$ cat config.mk
export PLATFORM = sky130hd
export DESIGN_NAME = cdb_rr_arbiter_flat
export DESIGN_NICKNAME = d
export VERILOG_FILES = /design/src/rtl/cdb_rr_arbiter_if.sv /design/src/rtl/cdb_rr_arbiter.sv /design/src/flat_wrapper.sv
export SDC_FILE = /design/constraint.sdc
export NUM_CORES = 1
export LEC_CHECK = 0
export ABC_AREA = 1
export ABC_CLOCK_PERIOD_IN_PS = 3130
export BUFFER_PORTS_ARGS = -buffer_cell sky130_fd_sc_hd__buf_2
export CELL_PAD_IN_SITES_DETAIL_PLACEMENT = 1
export CELL_PAD_IN_SITES_GLOBAL_PLACEMENT = 2
export CORE_MARGIN = 2
export CORE_UTILIZATION = 20
export CTS_CLUSTER_SIZE = 28
export DETAILED_ROUTE_END_ITERATION = 10
export PLACE_DENSITY_LB_ADDON = 0.1
export SLEW_MARGIN = 10
export SYNTH_ARGS = -nofsm -noshare
export SYNTH_HDL_FRONTEND = slang
export SYNTH_SLANG_ARGS = --single-unit
$ cat constraint.sdc
create_clock -name clock -period 3.13 [get_ports clock]
set_input_delay 0.313 -clock clock [delete_from_list [all_inputs] [get_ports clock]]
set_output_delay 0.313 -clock clock [all_outputs]
set_load 0.01 [all_outputs]
$ cat src/rtl/cdb_rr_arbiter_if.sv
// Bus bundle between the EX-stage functional units and the CDB arbiter.
// master: the FU/consumer side; slave: the arbiter.
interface cdb_rr_arbiter_if #(
   parameter int NUM_FU = 4,
   parameter int TAG_W  = 5,
   parameter int XLEN   = 32,
   localparam int PTR_W = $clog2(NUM_FU)
);
   logic                    squash;
   logic [NUM_FU-1:0]       fu_done;
   logic [NUM_FU*TAG_W-1:0] fu_tag;
   logic [NUM_FU*XLEN-1:0]  fu_value;
   logic [NUM_FU-1:0]       ack;
   logic                    cdb_valid;
   logic [TAG_W-1:0]        cdb_tag;
   logic [XLEN-1:0]         cdb_value;
   logic [PTR_W-1:0]        rr_ptr_dbg;

   modport master (
      output squash, fu_done, fu_tag, fu_value,
      input  ack, cdb_valid, cdb_tag, cdb_value, rr_ptr_dbg
   );

   modport slave (
      input  squash, fu_done, fu_tag, fu_value,
      output ack, cdb_valid, cdb_tag, cdb_value, rr_ptr_dbg
   );
endinterface

$ cat src/rtl/cdb_rr_arbiter.sv
// Round-robin Common Data Bus arbiter: one combinational one-hot ack per
// cycle, winner's tag/result broadcast on a registered CDB one edge later.
// Optional macro CDB_STARVE_GUARD_EN adds per-FU wait counters; an FU that
// has waited STARVE_LIMIT cycles overrides round-robin (lowest index first).
module cdb_rr_arbiter #(
   parameter int NUM_FU       = 4,
   parameter int TAG_W        = 5,
   parameter int XLEN         = 32,
   parameter int STARVE_LIMIT = 3,
   localparam int PTR_W       = $clog2(NUM_FU)
) (
   input  logic            clock,
   input  logic            reset,
   cdb_rr_arbiter_if.slave bus
);

   logic [PTR_W-1:0]  rr_ptr_q, rr_ptr_d;
   logic              cdb_valid_q, cdb_valid_d;
   logic [TAG_W-1:0]  cdb_tag_q, cdb_tag_d;
   logic [XLEN-1:0]   cdb_value_q, cdb_value_d;

   logic [PTR_W-1:0]  win;
   logic              any_req;
   logic              grant;
   logic [NUM_FU-1:0] ack_c;
   logic [PTR_W:0]    scan_sum;
   logic [PTR_W-1:0]  scan_idx;

`ifdef CDB_STARVE_GUARD_EN
   localparam int CNT_W = $clog2(STARVE_LIMIT + 1);
   logic [NUM_FU-1:0][CNT_W-1:0] wait_q, wait_d;
`endif

   // Winner select: scan from rr_ptr upward with explicit wrap; the
   // descending loop lets the smallest offset from rr_ptr win last.
   always_comb begin
      win      = rr_ptr_q;
      any_req  = 1'b0;
      scan_sum = '0;
      scan_idx = '0;
      for (int k = NUM_FU - 1; k >= 0; k--) begin
         scan_sum = {1'b0, rr_ptr_q} + (PTR_W+1)'(k);
         if (scan_sum >= (PTR_W+1)'(NUM_FU))
            scan_sum = scan_sum - (PTR_W+1)'(NUM_FU);
         scan_idx = scan_sum[PTR_W-1:0];
         if (bus.fu_done[scan_idx]) begin
            win     = scan_idx;
            any_req = 1'b1;
         end
      end
`ifdef CDB_STARVE_GUARD_EN
      // Starved FU overrides round-robin; lowest index assigned last wins.
      for (int i = NUM_FU - 1; i >= 0; i--) begin
         if (bus.fu_done[i] && (wait_q[i] >= CNT_W'(STARVE_LIMIT))) begin
            win     = PTR_W'(i);
            any_req = 1'b1;
         end
      end
`endif
   end

   // One-hot ack, suppressed during squash and reset.
   always_comb begin
      ack_c = '0;
      if (any_req && !bus.squash && !reset)
         ack_c[win] = 1'b1;
      grant = |ack_c;
   end

   // Next broadcast and pointer; tag/value hold when the bus is idle.
   always_comb begin
      cdb_valid_d = grant;
      cdb_tag_d   = cdb_tag_q;
      cdb_value_d = cdb_value_q;
      rr_ptr_d    = rr_ptr_q;
      if (grant) begin
         cdb_tag_d   = bus.fu_tag[win*TAG_W +: TAG_W];
         cdb_value_d = bus.fu_value[win*XLEN +: XLEN];
         rr_ptr_d    = (win == PTR_W'(NUM_FU - 1)) ? '0 : win + PTR_W'(1);
      end
   end

   // CDB and pointer registers.
   always_ff @(posedge clock) begin
      if (reset) begin
         rr_ptr_q    <= '0;
         cdb_valid_q <= 1'b0;
         cdb_tag_q   <= '0;
         cdb_value_q <= '0;
      end else begin
         rr_ptr_q    <= rr_ptr_d;
         cdb_valid_q <= cdb_valid_d;
         cdb_tag_q   <= cdb_tag_d;
         cdb_value_q <= cdb_value_d;
      end
   end

`ifdef CDB_STARVE_GUARD_EN
   // Saturating wait counters: count while waiting, clear on grant or
   // when the request drops, freeze through a squash.
   always_comb begin
      wait_d = wait_q;
      for (int i = 0; i < NUM_FU; i++) begin
         if (!bus.squash) begin
            if (!bus.fu_done[i] || ack_c[i])
               wait_d[i] = '0;
            else if (wait_q[i] < CNT_W'(STARVE_LIMIT))
               wait_d[i] = wait_q[i] + CNT_W'(1);
         end
      end
   end

   // Wait counter registers.
   always_ff @(posedge clock) begin
      if (reset) wait_q <= '0;
      else       wait_q <= wait_d;
   end
`endif

   assign bus.ack        = ack_c;
   assign bus.cdb_valid  = cdb_valid_q;
   assign bus.cdb_tag    = cdb_tag_q;
   assign bus.cdb_value  = cdb_value_q;
   assign bus.rr_ptr_dbg = rr_ptr_q;

endmodule

$ cat src/flat_wrapper.sv
// flat-port wrapper written by rule: the top's interface ports become plain ports
module cdb_rr_arbiter_flat 
#(
   parameter int NUM_FU       = 4,
   parameter int TAG_W        = 5,
   parameter int XLEN         = 32,
   parameter int STARVE_LIMIT = 3,
   localparam int PTR_W       = $clog2(NUM_FU)
)
  (clock, reset, bus_squash, bus_fu_done, bus_fu_tag, bus_fu_value, bus_ack, bus_cdb_valid, bus_cdb_tag, bus_cdb_value, bus_rr_ptr_dbg);
  cdb_rr_arbiter_if #(.NUM_FU(NUM_FU), .TAG_W(TAG_W), .XLEN(XLEN)) bus_i ();
  input  logic clock;
  input  logic reset;
  input wire logic [$bits(bus_i.squash)-1:0] bus_squash;
  input wire logic [$bits(bus_i.fu_done)-1:0] bus_fu_done;
  input wire logic [$bits(bus_i.fu_tag)-1:0] bus_fu_tag;
  input wire logic [$bits(bus_i.fu_value)-1:0] bus_fu_value;
  output wire logic [$bits(bus_i.ack)-1:0] bus_ack;
  output wire logic [$bits(bus_i.cdb_valid)-1:0] bus_cdb_valid;
  output wire logic [$bits(bus_i.cdb_tag)-1:0] bus_cdb_tag;
  output wire logic [$bits(bus_i.cdb_value)-1:0] bus_cdb_value;
  output wire logic [$bits(bus_i.rr_ptr_dbg)-1:0] bus_rr_ptr_dbg;
  assign bus_i.squash = bus_squash;
  assign bus_i.fu_done = bus_fu_done;
  assign bus_i.fu_tag = bus_fu_tag;
  assign bus_i.fu_value = bus_fu_value;
  assign bus_ack = bus_i.ack;
  assign bus_cdb_valid = bus_i.cdb_valid;
  assign bus_cdb_tag = bus_i.cdb_tag;
  assign bus_cdb_value = bus_i.cdb_value;
  assign bus_rr_ptr_dbg = bus_i.rr_ptr_dbg;
  cdb_rr_arbiter #(.NUM_FU(NUM_FU), .TAG_W(TAG_W), .XLEN(XLEN), .STARVE_LIMIT(STARVE_LIMIT)) u_core (.clock(clock), .reset(reset), .bus(bus_i));
endmodule
==> impl_summary.txt <==
----------------------------------------------------
[Route]
  Top layer reached by signal wires ... met4
  Post-detailed-route count of antenna-violating nets ... 0
  Met3 wire length ... 741 um
  Residual DRC ... 0
  Total vias in the final route ... 4315
  Routed wire length on met2 ... 7070 um
  Detailed-routing wirelength on met1 ... 6600 um
  Average wire length per cell after detail routing ... 15.2 um
  Vias per cell ... 4.52
  Initial DRC count ... 113
  First-pass iteration count of the detailed router ... 4
  Wire length after detailed routing ... 14500 um

[Critical path]
  Sort of element at the end of the critical path ... output pin
  Required time at the endpoint of the critical path ... 2.82 ns
  Critical Path Fanout Max ... 76
  Cell type of the slowest stage on the worst timing path ... sky130_fd_sc_hd__dfxtp_1
  Worst Setup Start Kind ... register
  Ordered cell list for the critical path ... inv_6 > nand2_2 > nand3_1 > nand2_2 > inv_2 > nand2_1 > nand2_2 > nand2_2 > nand2_4 > nand2_4 > buf_6 > nor2_1 > buf_2
  Highest cell delay on the worst timing path ... 0.67 ns
  WS Path Type ... register to output pin
  Critical path data arrival time ... 2.50 ns
  Register-to-register path setup slack ... 0.40 ns
  Cell type with the highest occurrence count on the critical path ... sky130_fd_sc_hd__nand2_2

[Pwr]
  Pwr/cell area ... 1220 nW/um^2
  Sequential cell fraction of total power ... 16.8%
  Internal power contribution ... 2.45 mW
  Leakage component of the power ... 2.52 nW
  Part of the total power dissipated in the clock network ... 9.8%
  NetSw ... 3.09 mW
  Max IR drop VDD ... 593 uV
  Switching share of total power ... 55.8%
  Comb pwr share ... 73.4%

[Clocking]
  Root cell of the clock tree ... sky130_fd_sc_hd__clkbuf_16
  CTS clock-pin slew for the worst setup and hold paths ... 0.06 ns
  Clock sink total ... 40
  Hold-fix buffers at CTS ... 0
  CTS H-tree depth ... 2
  Clock tree from TritonCTS ... built
  Number of buffers created by CTS ... 5
  Clock latency of the later-clocked register in the worst-skew pair ... 0.28 ns
  Number of buffers on the longest clock path ... 2

[Layout]
  Layout Utilization ... 27.6%
  Area growth, synth to finish ... 36.0%
  Number of inserted filler cells in the final layout ... 2168
  Number of diodes ... 0
  Fraction of final layout cells sized beyond drive strength 1 ... 32.5%
  Final-stage net count ... 891

[Timing]
  Slew of the pin with the lowest slew margin ... 0.836 ns
  Maximum achievable frequency ... 0.356 GHz
  # setup viols final ... 0
  Hold slack final ... 0.390 ns
  Fin crit period ... 2.81 ns
  Final TNS setup ... 0 ns
  Final number of max-transition violations ... 0
  Skew final ... 0.00218 ns
  Final period util ... 89.8%
  Unrepaired setup endpoints after global routing ... false
  Final hold vios ... 0
  Normalized max-slew margin ... 44.2%

[Global route]
  Maximum number of pins on one net before global-route repair ... 77
  Wire length of the first global-routing pass ... 23800 um
  Aggregate global routing overflow ... 0
  Initial antenna violation count ... 0
  Global-route usage over all layers ... 16.5%
  Via count of the first global-routing pass ... 4751

[Place]
  Final GP Congestion ... 0.774
  Detailed placement HPWL ... 10300 um
  Buffers on Ports ... 198

[Synth]
  Cells after Synth ... 569
  Synth cell types ... 28
  Post-synthesis net count ... 725
  YS warnings ... 0
  Part of the Yosys area used for sequential elements ... 24.0%
  Synthesized cell area ... 3330 um^2
  Flip-flop and latch count after synthesis ... 40
  Mean area per synthesized cell ... 5.85 um^2

[Flow run]
  Max-Cap Viols ... 0

[Die]
  Initial cell density of the core ... 20.3%
  Number of standard-cell rows in the floorplan ... 47
  Die area ... 17700 um^2
  Total core area ... 16400 um^2
  Top-level port count ... 199
  Height of the die ... 133 um
  Die outline width ... 133 um

[Run status]
  Run status ... finished clean

[Worst hold path]
  Path type of the worst min-delay path ... primary input to register

----------------------------------------------------
==> sequential cells by signal (all words and copies together) (netlist names) <==
name,cells
u_core.bus.cdb_valid,1
u_core.bus.cdb_tag,5
u_core.bus.cdb_value,32
u_core.bus.rr_ptr_dbg,2
==> power by group through the flow <==
stage / logic, mW / clock network (mW) / registers (mW)
after global placement: 4.08 / 0 / 0.939
after CTS: 4.15 / 0.561 / 0.938
after floorplan: 2.99 / 0 / 1.04
final: 4.06 / 0.542 / 0.929
after global routing: 4.69 / 0.575 / 0.971
after detailed placement: 4.14 / 0 / 0.948
==> cell usage after synthesis <==
cell type / count / share of area, %
sky130_fd_sc_hd__nand3_1: 190 / 29
sky130_fd_sc_hd__nand2_1: 170 / 19
sky130_fd_sc_hd__inv_1: 48 / 5.4
sky130_fd_sc_hd__dfxtp_1: 40 / 24
sky130_fd_sc_hd__a21oi_1: 37 / 5.6
sky130_fd_sc_hd__buf_2: 19 / 2.9
sky130_fd_sc_hd__buf_6: 12 / 4.1
sky130_fd_sc_hd__clkbuf_1: 8 / 0.90
sky130_fd_sc_hd__nand2_2: 8 / 1.5
sky130_fd_sc_hd__nor2_1: 6 / 0.68
sky130_fd_sc_hd__buf_4: 5 / 1.1
sky130_fd_sc_hd__buf_1: 4 / 0.45
sky130_fd_sc_hd__inv_2: 4 / 0.45
sky130_fd_sc_hd__nand2_4: 2 / 0.68
sky130_fd_sc_hd__nor2_2: 2 / 0.38
sky130_fd_sc_hd__o21ai_2: 2 / 0.53
sky130_fd_sc_hd__a21boi_1: 1 / 0.23
sky130_fd_sc_hd__a21oi_2: 1 / 0.26
sky130_fd_sc_hd__ha_1: 1 / 0.38
sky130_fd_sc_hd__inv_6: 1 / 0.26
sky130_fd_sc_hd__nand3_2: 1 / 0.30
sky130_fd_sc_hd__nand3_4: 1 / 0.53
sky130_fd_sc_hd__nand3b_1: 1 / 0.23
sky130_fd_sc_hd__nand4_4: 1 / 0.64
sky130_fd_sc_hd__nor2_4: 1 / 0.34
sky130_fd_sc_hd__o21ai_0: 1 / 0.15
sky130_fd_sc_hd__o21ai_1: 1 / 0.15
sky130_fd_sc_hd__o21bai_1: 1 / 0.23
==> cells by family (layout without fill, tap and decap cells) <==
| group | after synthesis | after routing | synth area share, % |
|---|---|---|---|
| buffers and inverters | 101 | 267 | 15.5 |
| AO/OA/AOI/OAI | 44 | 44 | 7.10 |
| AND/OR/NAND/NOR | 383 | 383 | 53.0 |
| flip-flops | 40 | 40 | 24.0 |
| adder cells (fa/ha/maj) | 1 | 1 | 0.376 |
==> timing repair <==
action / CTS / global route
gates resized for setup: 0 / 3
setup buffers: 0 / 0
setup endpoints to repair: 0 / 2
==> through the flow <==
stage          total power, mW  setup slack [ns]  std cells  instance area, um^2
6_report                  5.54             0.318        955                 4530
5_1_grt                   6.24            0.0486        955                 4530
4_1_cts                   5.65            0.0731        955                 4520
3_5_place_dp              5.09             0.385        948                 4370
3_3_place_gp              5.02             0.458        948                 4370
2_1_floorplan             4.03             0.675        569                 3330
==> layer usage <==
| layer | up-vias | GRT usage (%) |
|---|---|---|
| li1 | 2184 | - |
| met1 | 2021 | 20.2 |
| met2 | 103 | 30.2 |
| met3 | 7 | 3.56 |
| met4 | 0 | 2.57 |
| met5 | - | 0 |
==> layout make-up <==
| type | instances | area [um^2] | share of cell area (%) |
|---|---|---|---|
| clock buffer | 7 | 153 | 3.37 |
| inverter | 53 | 204 | 4.50 |
| multi-input combinational | 428 | 2020 | 44.5 |
| tap | 220 | 275 | 6.08 |
| timing repair buffer | 207 | 1080 | 23.9 |
| sequential | 40 | 801 | 17.7 |
==> worst max-delay path, delay by kind of cell, from the launching register on <==
family / cells / cell delay, ns
simple gates: 9 / 0.78
buf+inv: 4 / 0.75
flops: 1 / 0.67
==> cells in the final DEF (no fill, tap or decap), drive strengths merged <==
cell type / instances
o21bai: 1
nand3b: 1
nand3: 192
buf: 207
o21ai: 4
dfxtp: 40
inv: 53
nand2: 180
a21boi: 1
a21oi: 38
nand4: 1
clkbuf: 7
ha: 1
nor2: 9
==> final timing paths <==
kind	from	cells past startpoint	end
max	u_core.bus.rr_ptr_dbg[0]$_SDFFE_PP0P_	13	bus_ack[1]
min	bus_fu_value[28]	5	u_core.bus.cdb_value[28]$_SDFFE_PP0P_
max reg2reg	u_core.bus.rr_ptr_dbg[0]$_SDFFE_PP0P_	17	u_core.bus.cdb_value[6]$_SDFFE_PP0P_
min reg2reg	u_core.bus.cdb_value[31]$_SDFFE_PP0P_	4	u_core.bus.cdb_value[31]$_SDFFE_PP0P_
Note: power is estimated with default switching activity, not from simulation.
